## src/rtl/bcd_pkg.sv

```systemverilog
// rtl/bcd_pkg.sv - shared BCD constants, converter state type and blanking helper
package bcd_pkg;

    localparam int          BCD_DIGITS = 4;
    localparam logic [3:0]  BCD_BLANK  = 4'hF;
    localparam logic [13:0] BCD_MAX    = 14'd9999;

    typedef enum logic [1:0] {IDLE, SHIFT, DONE} bcd_conv_state_t;

    // Leading zeros become blanks from the thousands digit down; units always shown.
    function automatic logic [15:0] blank_leading_zeros(input logic [15:0] digits);
        logic [15:0] r;
        r = digits;
        if (digits[15:12] == 4'd0) begin
            r[15:12] = BCD_BLANK;
            if (digits[11:8] == 4'd0) begin
                r[11:8] = BCD_BLANK;
                if (digits[7:4] == 4'd0) begin
                    r[7:4] = BCD_BLANK;
                end
            end
        end
        return r;
    endfunction

endpackage

```

## src/rtl/bcd_add3_digit.sv

```systemverilog
// rtl/bcd_add3_digit.sv - double-dabble nibble corrector, adds 3 when the digit is 5 or more
module bcd_add3_digit (
    input  logic [3:0] din,
    output logic [3:0] dout
);

    always_comb begin
        dout = (din >= 4'd5) ? (din + 4'd3) : din;
    end

endmodule

```

## src/rtl/bin_to_bcd_serial.sv

```systemverilog
// rtl/bin_to_bcd_serial.sv - serial shift-and-add-3 binary to 4-digit BCD; BIN_TO_BCD_LZB_EN enables leading-zero blanking
module bin_to_bcd_serial #(
    parameter int BIN_W = 14
) (
    input  logic             CLK,
    input  logic             RST,
    input  logic             START,
    input  logic [BIN_W-1:0] BIN,
    output logic             BUSY,
    output logic             DONE,
    output logic             OVERFLOW,
    output logic [3:0]       BCD_3,
    output logic [3:0]       BCD_2,
    output logic [3:0]       BCD_1,
    output logic [3:0]       BCD_0
);

    import bcd_pkg::BCD_DIGITS;
    import bcd_pkg::BCD_BLANK;
    import bcd_pkg::BCD_MAX;
    import bcd_pkg::bcd_conv_state_t;
    import bcd_pkg::IDLE;
    import bcd_pkg::SHIFT;
    import bcd_pkg::blank_leading_zeros;

    localparam int SR_W  = 16 + BIN_W;
    localparam int CNT_W = $clog2(BIN_W + 1);
    localparam logic [CNT_W-1:0] LAST_SHIFT = CNT_W'(BIN_W - 1);

    bcd_conv_state_t  state_q, state_d;
    logic [CNT_W-1:0] cnt_q, cnt_d;
    logic [SR_W-1:0]  sr_q, sr_d;
    logic             ovf_pend_q, ovf_pend_d;
    logic             busy_q, busy_d;
    logic             done_q, done_d;
    logic             ovf_q, ovf_d;
    logic [15:0]      bcd_q, bcd_d;

    logic [15:0]      corr;
    logic [SR_W-1:0]  corr_sr;
    logic [15:0]      result;
    logic             bin_ovf;
    logic             accept;

    genvar g;
    generate
        for (g = 0; g < BCD_DIGITS; g++) begin : g_add3
            bcd_add3_digit u_add3 (
                .din  (sr_q[BIN_W + 4*g +: 4]),
                .dout (corr[4*g +: 4])
            );
        end
        // Narrower inputs can never exceed 9999.
        if (BIN_W >= 14) begin : g_ovf
            assign bin_ovf = (BIN > BCD_MAX);
        end else begin : g_no_ovf
            assign bin_ovf = 1'b0;
        end
    endgenerate

    assign corr_sr = {corr, sr_q[BIN_W-1:0]};
    assign result  = sr_q[BIN_W +: 16];
    assign accept  = START && ((state_q == IDLE) || (state_q == bcd_pkg::DONE));

    always_comb begin
        state_d    = state_q;
        cnt_d      = cnt_q;
        sr_d       = sr_q;
        ovf_pend_d = ovf_pend_q;
        ovf_d      = ovf_q;
        bcd_d      = bcd_q;
        done_d     = 1'b0;

        case (state_q)
            IDLE: begin
                state_d = IDLE;
            end
            SHIFT: begin
                sr_d  = {corr_sr[SR_W-2:0], 1'b0};
                cnt_d = cnt_q + CNT_W'(1);
                if (cnt_q == LAST_SHIFT) begin
                    state_d = bcd_pkg::DONE;
                end
            end
            bcd_pkg::DONE: begin
                done_d  = 1'b1;
                ovf_d   = ovf_pend_q;
                state_d = IDLE;
                if (ovf_pend_q) begin
                    bcd_d = {BCD_BLANK, BCD_BLANK, BCD_BLANK, BCD_BLANK};
                end else begin
`ifdef BIN_TO_BCD_LZB_EN
                    bcd_d = blank_leading_zeros(result);
`else
                    bcd_d = result;
`endif
                end
            end
            default: begin
                state_d = IDLE;
            end
        endcase

        if (accept) begin
            state_d    = SHIFT;
            sr_d       = {16'd0, BIN};
            cnt_d      = '0;
            ovf_pend_d = bin_ovf;
        end

        busy_d = (state_d != IDLE);
    end

    always_ff @(posedge CLK) begin
        if (RST) begin
            state_q    <= IDLE;
            cnt_q      <= '0;
            sr_q       <= '0;
            ovf_pend_q <= 1'b0;
            busy_q     <= 1'b0;
            done_q     <= 1'b0;
            ovf_q      <= 1'b0;
            bcd_q      <= '0;
        end else begin
            state_q    <= state_d;
            cnt_q      <= cnt_d;
            sr_q       <= sr_d;
            ovf_pend_q <= ovf_pend_d;
            busy_q     <= busy_d;
            done_q     <= done_d;
            ovf_q      <= ovf_d;
            bcd_q      <= bcd_d;
        end
    end

    assign BUSY     = busy_q;
    assign DONE     = done_q;
    assign OVERFLOW = ovf_q;
    assign BCD_3    = bcd_q[15:12];
    assign BCD_2    = bcd_q[11:8];
    assign BCD_1    = bcd_q[7:4];
    assign BCD_0    = bcd_q[3:0];

endmodule

```

## config.mk

```make
export PLATFORM = sky130hd
export DESIGN_NAME = bin_to_bcd_serial
export DESIGN_NICKNAME = d
export VERILOG_FILES = /design/src/rtl/bcd_pkg.sv /design/src/rtl/bcd_add3_digit.sv /design/src/rtl/bin_to_bcd_serial.sv
export SDC_FILE = /design/constraint.sdc
export NUM_CORES = 1
export LEC_CHECK = 0
export CORE_UTILIZATION = 44
export DETAILED_ROUTE_END_ITERATION = 8
export DONT_BUFFER_PORTS = 1
export HOLD_SLACK_MARGIN = 0.12
export PLACE_DENSITY = 0.66
export SLEW_MARGIN = 20
export SYNTH_ARGS = -nofsm -noshare
export SYNTH_HDL_FRONTEND = slang
export SYNTH_SLANG_ARGS = --single-unit
```

## constraint.sdc

```tcl
create_clock -name CLK -period 2.1 [get_ports CLK]
set_input_delay 0.42 -clock CLK [delete_from_list [all_inputs] [get_ports CLK]]
set_output_delay 0.42 -clock CLK [all_outputs]
set_load 0.05 [all_outputs]
```

After elaboration in Yosys (flattened, before gate mapping)
Cells that the tools add are included.
{ "op_classes": {"multipliers": 0, "n_addsub": 5, "muxes": 11, "n_eq_ne": 3, "n_bitwise": 0, "n_reduce_logical": 6, "shifts": 0, "magnitude_cmp": 5, "n_div": 0} }
{ "op_table": {"columns": ["op", "count"], "rows": [
  ["two-way mux 14 bit", 2],
  [">= comparator 4 x 3 -> 1 bit (second input constant)", 4],
  ["two-way mux 16 bit", 1],
  ["> comparator 14 bit (second input constant)", 1],
  ["adder 4 x 2 -> 4 bit (second input constant)", 3],
  ["two-way mux 4 bit", 3],
  ["two-way mux 2 bit", 3],
  ["adder 4 x 1 -> 4 bit (second input constant)", 1],
  ["== test 4 bit (second input constant)", 1],
  ["nonzero test 2 bit", 2],
  ["adder 3 x 2 -> 3 bit (second input constant)", 1],
  ["two-way mux 3 bit", 1],
  ["== test 2 x 1 -> 1 bit (second input constant)", 1],
  ["== test 2 bit (second input constant)", 1],
  ["logical NOT 2 bit", 1],
  ["OR reduction 2 bit", 1],
  ["logical AND 1 bit", 1],
  ["logical OR 1 bit", 1],
  ["two-way mux 1 bit", 1]
]} }
{ "word_totals": {"romBits": 0, "latch_bits": 0, "ramBits": 0, "memories": 0, "regBits": 56} }

Longest topological paths before layout
Gate-level depths: netlist of run 1.
{ "depth": {"ltp_word": 5, "ltp_mapped": 6, "depth_no_buf": 6} }

By module
Synthesis of run 1 repeated with hierarchy kept, for this count alone.
{ "unflattened": {"hier_cells": 327, "hier_area_um2": 2615.0} }
{ "modules_own_cells": {"columns": ["module", "cells_per_inst", "area_per_inst_um2", "n_inst"], "rows": [
  ["bin_to_bcd_serial", 263, 2209.6, 1],
  ["bcd_add3_digit", 16, 101.3, 4]
]} }

Least setup slack after synthesis of run 1
OpenSTA, ideal clock, no wires.
{ "synth_timing": {"kind": "in2reg", "start": "input RST", "end": "register sr_q[20]", "arrival_ns": 1.401, "path_buffers": 2, "setup_slack_ns": 0.637, "cell_stages": 5, "cell_sequence": "clkbuf_1 nand2b_4 buf_6 or4_1 nand3_1"} }
{ "synth_via": {"elab_chain_cells": 1} }
{ "synth_rtl": {"columns": ["element", "line_no", "text"], "rows": [
  ["start: declaration", "bin_to_bcd_serial.sv:6", "input logic RST,"],
  ["OR reduction 2 bit (no line)", null, null],
  ["end signal: assignment", "bin_to_bcd_serial.sv:127", "sr_q <= sr_d;"],
  ["end: declaration", "bin_to_bcd_serial.sv:32", "logic [SR_W-1:0] sr_q, sr_d;"]
]} }
Every way passes these cells.
A chain may end at the register's enable or synchronous reset.

Worst setup path in the final report of run 1
{ "layout_timing": {"start": "register sr_q[22]", "end": "register sr_q[23]"} }
{ "layout_via": {"elab_chain_cells": 2, "word_cells_on_any_way": 3, "classes_between": "add/sub (1); order compare (1); mux (1)"} }
{ "layout_rtl": {"columns": ["element", "line_no", "text"], "rows": [
  ["adder 4 x 2 -> 4 bit / >= comparator 4 x 3 -> 1 bit (equally long branches)", "bcd_add3_digit.sv:8", "dout = (din >= 4'd5) ? (din + 4'd3) : din;"],
  ["two-way mux 4 bit (*)", "bcd_add3_digit.sv:8", null]
]} }
Every way passes the cells marked *; elsewhere a longest branch is shown, timed or not.

==> flow_metrics.tcl, run 1 <==
set metrics [dict create \
    status "finished, final reports clean" \
    worstMarginPinSlew_ps 736 \
    dpl.hpwl_mm 3.27 \
    drive_gt1_share_pct 4.79 \
    grt_max_degree 38 \
    routabilityCongestion 0.760 \
    diodes 0 \
    cts_tree "yes" \
    p_leak_nw 0.899 \
    min_period_ps 1580 \
    syn-instance-count 301 \
    wl_mm 5.00 \
    hold_viol_final 0 \
    grt_pass1_wl_mm 8.97 \
    cp.arrival_ps 1780 \
    syn_to_final_growth_pct 4.55 \
    min_path_type "in2reg" \
    grt_pass1_vias 1941 \
    maxCapViolations 0 \
    path_clk_slew_ps 90 \
    die_h_um 77.0 \
    worstSetupStartpointType "flip-flop" \
    max_slew_margin_pct 50.9 \
    clk_path_buf_depth 2 \
    clk_latency_ps 300 \
    finalSetupViolCount 0 \
    cts_sinks 56 \
    holdBufCountCts 0 \
    synth_warnings 0 \
    htreeDepth 2 \
    report.final.slew_viol_count 0 \
    critPathRequiredTime_ps 2300 \
    num_rows 26 \
    max_freq_ghz 0.631 \
    post_cts_buffers 0 \
    drt-pass1-iter-count 4 \
    die_width_um 77.0 \
    vias 2022 \
    cts_buffers 5 \
    setup-tns-final_ps 0 \
    wl_per_cell_um 13.8 \
    ys_ff_latch 56 \
    grt_use_total_pct 18.7 \
    dpl_cell_area_um2 2500 \
    port-buffer-count 0 \
    ys_types 30 \
    final_cell_area_um2 2590 \
    antenna_found_initial 0 \
    syn_nets 328 \
    ys_seq_area_share_pct 45.3 \
    path_max_fanout 7 \
    crit_path_end_kind "flip-flop" \
    die_area_um2 5930 \
    synth_area_um2 2470 \
    pwr_density_cell_nw_per_um2 716 \
    final_nets 318 \
    cts_root_buf "clkbuf_8" \
    finClkSkew_ps 2.26 \
    cts_resized 0 \
    fin_crit_sh_pct 75.4 \
    rsz0062_at_grt "false" \
    via_per_inst 5.59 \
    start_util_pct 46.9 \
    ir_drop_uv 290 \
    drtIter0Drc 130 \
    coreArea_um2 5270 \
    fin_util_pct 49.1 \
    whs_ps 174 \
    path_class "reg2reg" \
    num_io_pins 36 \
    overflow 0 \
    drc 0 \
    antenna_left 0 \
    synth.avg_cell_area_um2 8.22 \
    power.total_mw 1.85 \
]
[flip-flops by register name (all words and copies together), names as in the netlist]
register	flops
BUSY	1
DONE	1
OVERFLOW	1
bcd_q	16
cnt_q	4
ovf_pend_q	1
sr_q	30
state_q	2
[placed cells by master (no fill, tap or decap), drive strengths merged, types with 2 or more instances in the layout]
| cell | instances |
|---|---|
| a21oi | 12 |
| a311oi | 12 |
| buf | 6 |
| clkbuf | 8 |
| dfxtp | 56 |
| ha | 10 |
| inv | 9 |
| nand2 | 37 |
| nand2b | 8 |
| nand3 | 13 |
| nand4 | 9 |
| nor2 | 41 |
| nor2b | 2 |
| nor3 | 34 |
| o21ai | 7 |
| o311ai | 4 |
| o32ai | 3 |
| or4 | 8 |
| xor2 | 5 |
[synthesized netlist by cell type (all sizes together)]
| cell type | n | area [um2] |
|---|---|---|
| dfxtp | 56 | 1120 |
| nor2 | 41 | 154 |
| nand2 | 37 | 139 |
| nor3 | 34 | 170 |
| buf | 14 | 78.8 |
| nand3 | 13 | 65.1 |
| a21oi | 12 | 60.1 |
| a311oi | 12 | 105 |
| ha | 10 | 125 |
| clkbuf | 9 | 33.8 |
| inv | 9 | 33.8 |
| nand4 | 9 | 56.3 |
| nand2b | 8 | 57.6 |
| or4 | 8 | 60.1 |
| o21ai | 7 | 35.0 |
| xor2 | 5 | 43.8 |
| o311ai | 4 | 35.0 |
| o32ai | 3 | 26.3 |
| nor2b | 2 | 12.5 |
| a211oi | 1 | 7.51 |
| a31oi | 1 | 6.26 |
| and2b | 1 | 7.51 |
| mux2i | 1 | 10.0 |
| nor4 | 1 | 6.26 |
| o211ai | 1 | 7.51 |
| o31ai | 1 | 7.51 |
| xnor2 | 1 | 8.76 |
[worst paths after layout]
kind	startpoint	endpoint	slack [ps]	cells past startpoint
worst max-delay path	sr_q[22]	sr_q[23]	520	6
worst min register to register	sr_q[5]	sr_q[6]	480	2
worst min-delay path	RST	BUSY	170	1
worst max register to register	sr_q[22]	sr_q[23]	520	6
[report_power, final]
group          switching [mW]  total, mW  internal, mW  leakage [nW]
Clock                   0.326      0.596         0.270        0.0455
Combinational          0.0881      0.136        0.0475         0.398
Sequential             0.0293       1.12          1.09         0.455
[stage by stage]
stage / instances / setup slack (ps)
2_1_floorplan: 301 / 637
3_3_place_gp: 354 / 563
3_5_place_dp: 354 / 549
4_1_cts: 362 / 518
5_1_grt: 362 / 307
6_report: 362 / 516
[logic make-up (layout without fill, tap and decap cells)]
logic type	Yosys count	after routing	share of synthesized area, %
DFF	56	56	45.3
AOI/OAI and AO/OA	42	42	11.7
and+or+nand+nor	154	154	29.4
buffers and inverters	32	23	5.92
adders and majority gates	10	10	5.06
xor gates and xnor gates	6	6	2.12
muxes	1	1	0.405
[worst max-delay path, stage by stage (launching register included)]
cell and delay, ps:
dfxtp_1 460, inv_1 70, ha_1 230, nand2b_1 70, a21oi_1 120, or4_1 420
o311ai_0 110
[layout make-up]
cell class                 count  area, um2
clock buffer                   8       90.1
multi-input combinational    213       1210
inverter                       9       33.8
tap                           70       87.6
timing repair buffer           6       45.0
fill                         509       2680
sequential                    56       1120
[routing by layer]
layer	vias up	part of all wire, %	GRT usage, %
li1	1037	-	-
met1	950	48	23.6
met2	29	47	31.3
met3	6	3.7	4.17
met4	0	1.4	6.23
met5	-	0	0
(Power assumes the default switching activity.)
==> run 2, diff against run 1 <==
==> constraint.sdc (replaced) <==
create_clock -name CLK -period 1.6 [get_ports CLK]
set_input_delay 0.32 -clock CLK [delete_from_list [all_inputs] [get_ports CLK]]
set_output_delay 0.32 -clock CLK [all_outputs]
set_load 0.05 [all_outputs]
==> run 2 against run 1 <==
Effect of this change: core utilization rose by 2.3 points; register-to-register slack worse by 410 ps; fmax up 6.3%; via count decreased by 0.15%; combinational power is 60% higher; worst hold slack gained 6.0 ps.
==> flow_metrics.tcl, run 2 (same netlist as run 1, synthesis figures left out) <==
set metrics [dict create \
    min_period_ps 1490 \
    setup-tns-final_ps 0 \
    whs_ps 180 \
    die_area_um2 5930 \
    cts_sinks 56 \
    overflow 0 \
    vias 2019 \
    antenna_found_initial 0 \
    path_clk_slew_ps 100 \
    htreeDepth 2 \
    finalSetupViolCount 0 \
    via_per_inst 5.47 \
    crit_path_end_kind "flip-flop" \
    grt_pass1_wl_mm 8.58 \
    max_freq_ghz 0.671 \
    worstSetupStartpointType "flip-flop" \
    ir_drop_uv 354 \
    maxCapViolations 0 \
    dpl.hpwl_mm 3.27 \
    num_io_pins 36 \
    largest_register_ffs 30 \
    num_rows 26 \
    diodes 0 \
    grt_max_degree 36 \
    power.internal_mw 2.07 \
    worstMarginPinSlew_ps 520 \
    path_class "reg2reg" \
    syn_to_final_growth_pct 9.46 \
    status "finished, final reports clean" \
    final_cell_area_um2 2710 \
    p_sw_uw 614 \
    clk_path_buf_depth 2 \
    dpl_cell_area_um2 2550 \
    fin_crit_sh_pct 93.2 \
    routabilityCongestion 0.758 \
    cts_buffers 5 \
    cts_root_buf "clkbuf_8" \
    fin_util_pct 51.4 \
    wl_mm 5.06 \
    report.final.slew_viol_count 0 \
    min_path_type "in2reg" \
    grt_pass1_vias 1811 \
    start_util_pct 46.9 \
    power.total_mw 2.68 \
    cp.arrival_ps 1680 \
    path_max_fanout 7 \
    hold_viol_final 0 \
    max_slew_margin_pct 65.3 \
    die_width_um 77.0 \
    p_clk_share_pct 37.3 \
    seqPwrFrac_pct 54.6 \
    p_leak_nw 0.966 \
    p_sw_share_pct 22.9 \
    final_nets 325 \
    drtIter0Drc 162 \
    drive_gt1_share_pct 9.70 \
    grt_use_total_pct 18.1 \
    die_h_um 77.0 \
    pwr_density_cell_nw_per_um2 990 \
    largest-register "sr_q" \
    port-buffer-count 0 \
    antenna_left 0 \
    drt-pass1-iter-count 6 \
    cts_tree "yes" \
    clk_latency_ps 310 \
    critPathRequiredTime_ps 1790 \
    coreArea_um2 5270 \
    pwr-share-comb_pct 8.1 \
    drc 0 \
    final_cell_mix "50 x dfxtp_1, 41 x nor2_1, 37 x nand2_1" \
    finClkSkew_ps 8.13 \
    final_common_cell "dfxtp_1" \
    wl_per_cell_um 13.7 \
    rsz0062_at_grt "false" \
    biggestRegsByFlops "sr_q x30, bcd_q x16, cnt_q x4" \
]
-- run 2: cell types whose count changed in the layout (fill, tap and decap cells not counted) --
cell / before / now
dfxtp_1: 56 / 50
clkbuf_8: 6 / 7
buf_12: 0 / 2
clkbuf_1: 2 / 0
bufinv_16: 0 / 1
dfxtp_2: 0 / 6
buf_4: 6 / 11
-- run 2: power groups by stage --
| stage | Combinational (mW) | Clock, mW | Sequential, mW |
|---|---|---|---|
| 2_1_floorplan | 0.163 | 0 | 1.49 |
| 3_3_place_gp | 0.194 | 0 | 1.50 |
| 3_5_place_dp | 0.198 | 0 | 1.50 |
| 4_1_cts | 0.218 | 1.02 | 1.46 |
| 5_1_grt | 0.242 | 1.08 | 1.47 |
| 6_report | 0.217 | 0.999 | 1.46 |
-- run 2: metal layers --
metal,part of all wire (%),GRT usage [%]
met1,49,23.3
met5,0,0
met4,1.2,6.79
met3,3.2,4.05
met2,46,29.5
-- run 2: timing repair --
item / 4_1_cts / 5_1_grt
endpoints found under the hold margin: 35 / 0
setup buffers: 0 / 0
hold buffers: 1 / 0
resized for setup: 0 / 6
setup endpoints to repair: 0 / 4
-- run 2: final cells by class --
type / count / area (um2)
flip-flops and latches: 56 / 1130
inverters: 9 / 33.8
clock buffers: 7 / 96.3
repair buffers: 13 / 123
well taps: 70 / 87.6
fillers: 513 / 2560
clock inverters: 1 / 30.0
multi-input cells: 213 / 1210
-- run 2: per-stage QoR --
stage	instances	setup slack, ps
floorplan	301	209
finish	369	110
detailed placement	360	50.3
CTS	369	41.1
global placement	360	140
global route	369	1.88
-- run 2: final timing paths --
path	start	to	slack [ps]	depth (start not counted)
setup reg to reg	sr_q[14]	sr_q[15]	110	6
setup / recovery	sr_q[14]	sr_q[15]	110	6
hold / removal	BIN[10]	sr_q[10]	180	2
hold reg to reg	sr_q[5]	sr_q[6]	470	2
-- run 2: critical path: stages (launching register included) --
cell and delay, ps:
dfxtp_2 390, inv_1 50, ha_1 220, nand2b_1 80
a21oi_1 120, or4_1 410, o311ai_0 110
==> run 3, diff against run 2 <==
--- a/config.mk
+++ b/config.mk
@@ -7,10 +7,8 @@
 export LEC_CHECK = 0
 export CORE_UTILIZATION = 44
 export DETAILED_ROUTE_END_ITERATION = 8
-export DONT_BUFFER_PORTS = 1
 export HOLD_SLACK_MARGIN = 0.12
-export PLACE_DENSITY = 0.66
-export SLEW_MARGIN = 20
+export PLACE_DENSITY = 0.74
 export SYNTH_ARGS = -nofsm -noshare
 export SYNTH_HDL_FRONTEND = slang
 export SYNTH_SLANG_ARGS = --single-unit
==> run 3 against run 2 <==
Effect of this change: via count up 9.1%; sequential share of layout area down 4.7 points; worst hold slack better by 300 ps; core utilization up 6.6 points; combinational power up 30%; non-clock buffer count up 48; cell count up 13%; wire length up 2.6%; fmax up 1.8%; largest cell class unchanged; highest routed layer unchanged.
==> flow_metrics.tcl, run 3 (same netlist as run 1, synthesis figures left out) <==
set metrics [dict create \
    syn_to_final_growth_pct 23.6 \
    path_max_fanout 5 \
    coreArea_um2 5270 \
    overflow 0 \
    power.internal_mw 1.86 \
    status "finished, final reports clean" \
    clk_latency_ps 300 \
    drive_gt1_share_pct 17.6 \
    fin_crit_sh_pct 91.5 \
    cts_buffers 5 \
    p_sw_share_pct 24.3 \
    reg2reg_from "sr_q[15]" \
    grt_pass1_vias 2105 \
    grt_pass1_wl_mm 9.23 \
    grt_use_total_pct 19.0 \
    drc 0 \
    biggestRegsByFlops "sr_q x30, bcd_q x16, cnt_q x4" \
    largest-register "sr_q" \
    max_slew_margin_pct 59.1 \
    antenna_found_initial 0 \
    nFillCells 489 \
    path_class "reg2reg" \
    die_area_um2 5930 \
    p_leak_nw 1.17 \
    num_rows 26 \
    seqPwrFrac_pct 59.4 \
    r2r_slack_ps 140 \
    path_cells "inv_1 > ha_1 > nand2b_1 > a21oi_1 > or4_1 > o311ai_0" \
    vias 2202 \
    min_from "sr_q[4]" \
    dpl.hpwl_mm 3.77 \
    finClkSkew_ps 3.80 \
    pwr-share-comb_pct 11.5 \
    p_clk_share_pct 29.1 \
    cts_tree "yes" \
    holdPathEnd "sr_q[5]" \
    worstRegToRegCells 6 \
    final_common_cell "dfxtp_1" \
    die_width_um 77.0 \
    cp.arrival_ps 1660 \
    rsz0062_at_grt "false" \
    start_util_pct 46.9 \
    cts_root_buf "clkbuf_8" \
    final_cell_mix "50 x dfxtp_1, 44 x buf_4, 41 x nor2_1" \
    r2r-end "sr_q[15]" \
    die_h_um 77.0 \
    largest_register_ffs 30 \
    maxCapViolations 0 \
    power.total_mw 2.46 \
    grt_max_degree 30 \
    min_delay_path_depth 2 \
    antenna_left 0 \
    critPathRequiredTime_ps 1800 \
    min_path_type "reg2reg" \
    max_freq_ghz 0.683 \
    path_clk_slew_ps 90 \
    ir_drop_uv 338 \
    htreeDepth 2 \
    cts_sinks 56 \
    pwr_density_cell_nw_per_um2 805 \
    hold_viol_final 0 \
    clk_path_buf_depth 2 \
    p_sw_uw 599 \
    routabilityCongestion 0.768 \
    report.final.slew_viol_count 0 \
    crit_slowest_cell "or4_1" \
    via_per_inst 5.29 \
    diodes 0 \
    setup-tns-final_ps 0 \
    wl_mm 5.19 \
    finalSetupViolCount 0 \
    worstSetupStartpointType "flip-flop" \
    multi_input_area_um2 1220 \
    num_io_pins 36 \
    port-buffer-count 35 \
    drt-pass1-iter-count 4 \
    min_period_ps 1460 \
    regArea_um2 1130 \
    wl_per_cell_um 12.5 \
    cpPeakStageDelay_ps 400 \
    final_nets 373 \
    crit_path_end_kind "flip-flop" \
    holdBufCountCts 0 \
    worstMarginPinSlew_ps 613 \
    drtIter0Drc 112 \
]
## run 3: timing repair
item | in CTS | in global routing
buffers inserted | 0 | 1
endpoints found under the setup margin | 0 | 5
resized for setup | 0 | 9
## run 3: how the worst max path moves through the flow
stage                         from        to  slack, ps  cells past startpoint
after global routing      sr_q[19]  sr_q[19]         20                      6
final                     sr_q[15]  sr_q[15]        140                      6
after detailed placement     START  sr_q[19]       -130                      5
after floorplan           sr_q[22]  sr_q[23]        210                      6
after global placement       START  sr_q[19]        -90                      5
after CTS                 sr_q[26]  sr_q[27]         50                      6
## run 3: final cells by class
type                       instances  area share [%]
clock buffer                       6            2.37
clock inverter                     1           0.164
inverter                           9            1.11
multi-input combinational        213            39.8
sequential                        56            37.0
tap                               70            2.87
timing repair buffer              61            16.7
## run 3: critical path: cells and delay by family, from the launching register on
family / cells / cell delay [ps]
simple gates: 2 / 470
flops: 1 / 370
compound gates: 2 / 220
fa+ha+maj: 1 / 210
buf+inv: 1 / 80
## run 3: through the flow
stage | hold slack (ps) | worst slack [ps] | cells | area (um2) | util, %
6_report | 480 | 135 | 416 | 3060 | 58.0
5_1_grt | 491 | 16.9 | 416 | 3060 | 58.0
3_3_place_gp | 446 | -88.2 | 408 | 2950 | 56.1
3_5_place_dp | 468 | -130 | 408 | 2950 | 56.1
4_1_cts | 481 | 54.3 | 415 | 3030 | 57.5
2_1_floorplan | 432 | 209 | 301 | 2470 | -
## run 3: layer usage
layer  vias up  global-route usage [%]  wire (um)
li1       1141                       -          -
met3         5                    2.86        140
met4         0                    6.79         48
met2        34                    32.7       2530
met1      1022                    23.9       2470
met5         -                       0          0
## run 3: power groups by stage
stage	registers, mW	logic, mW	clock network (mW)
floorplan	1.49	0.163	0
global placement	1.49	0.280	0
detailed placement	1.50	0.284	0
CTS	1.46	0.284	0.749
global route	1.47	0.315	0.795
finish	1.46	0.282	0.716
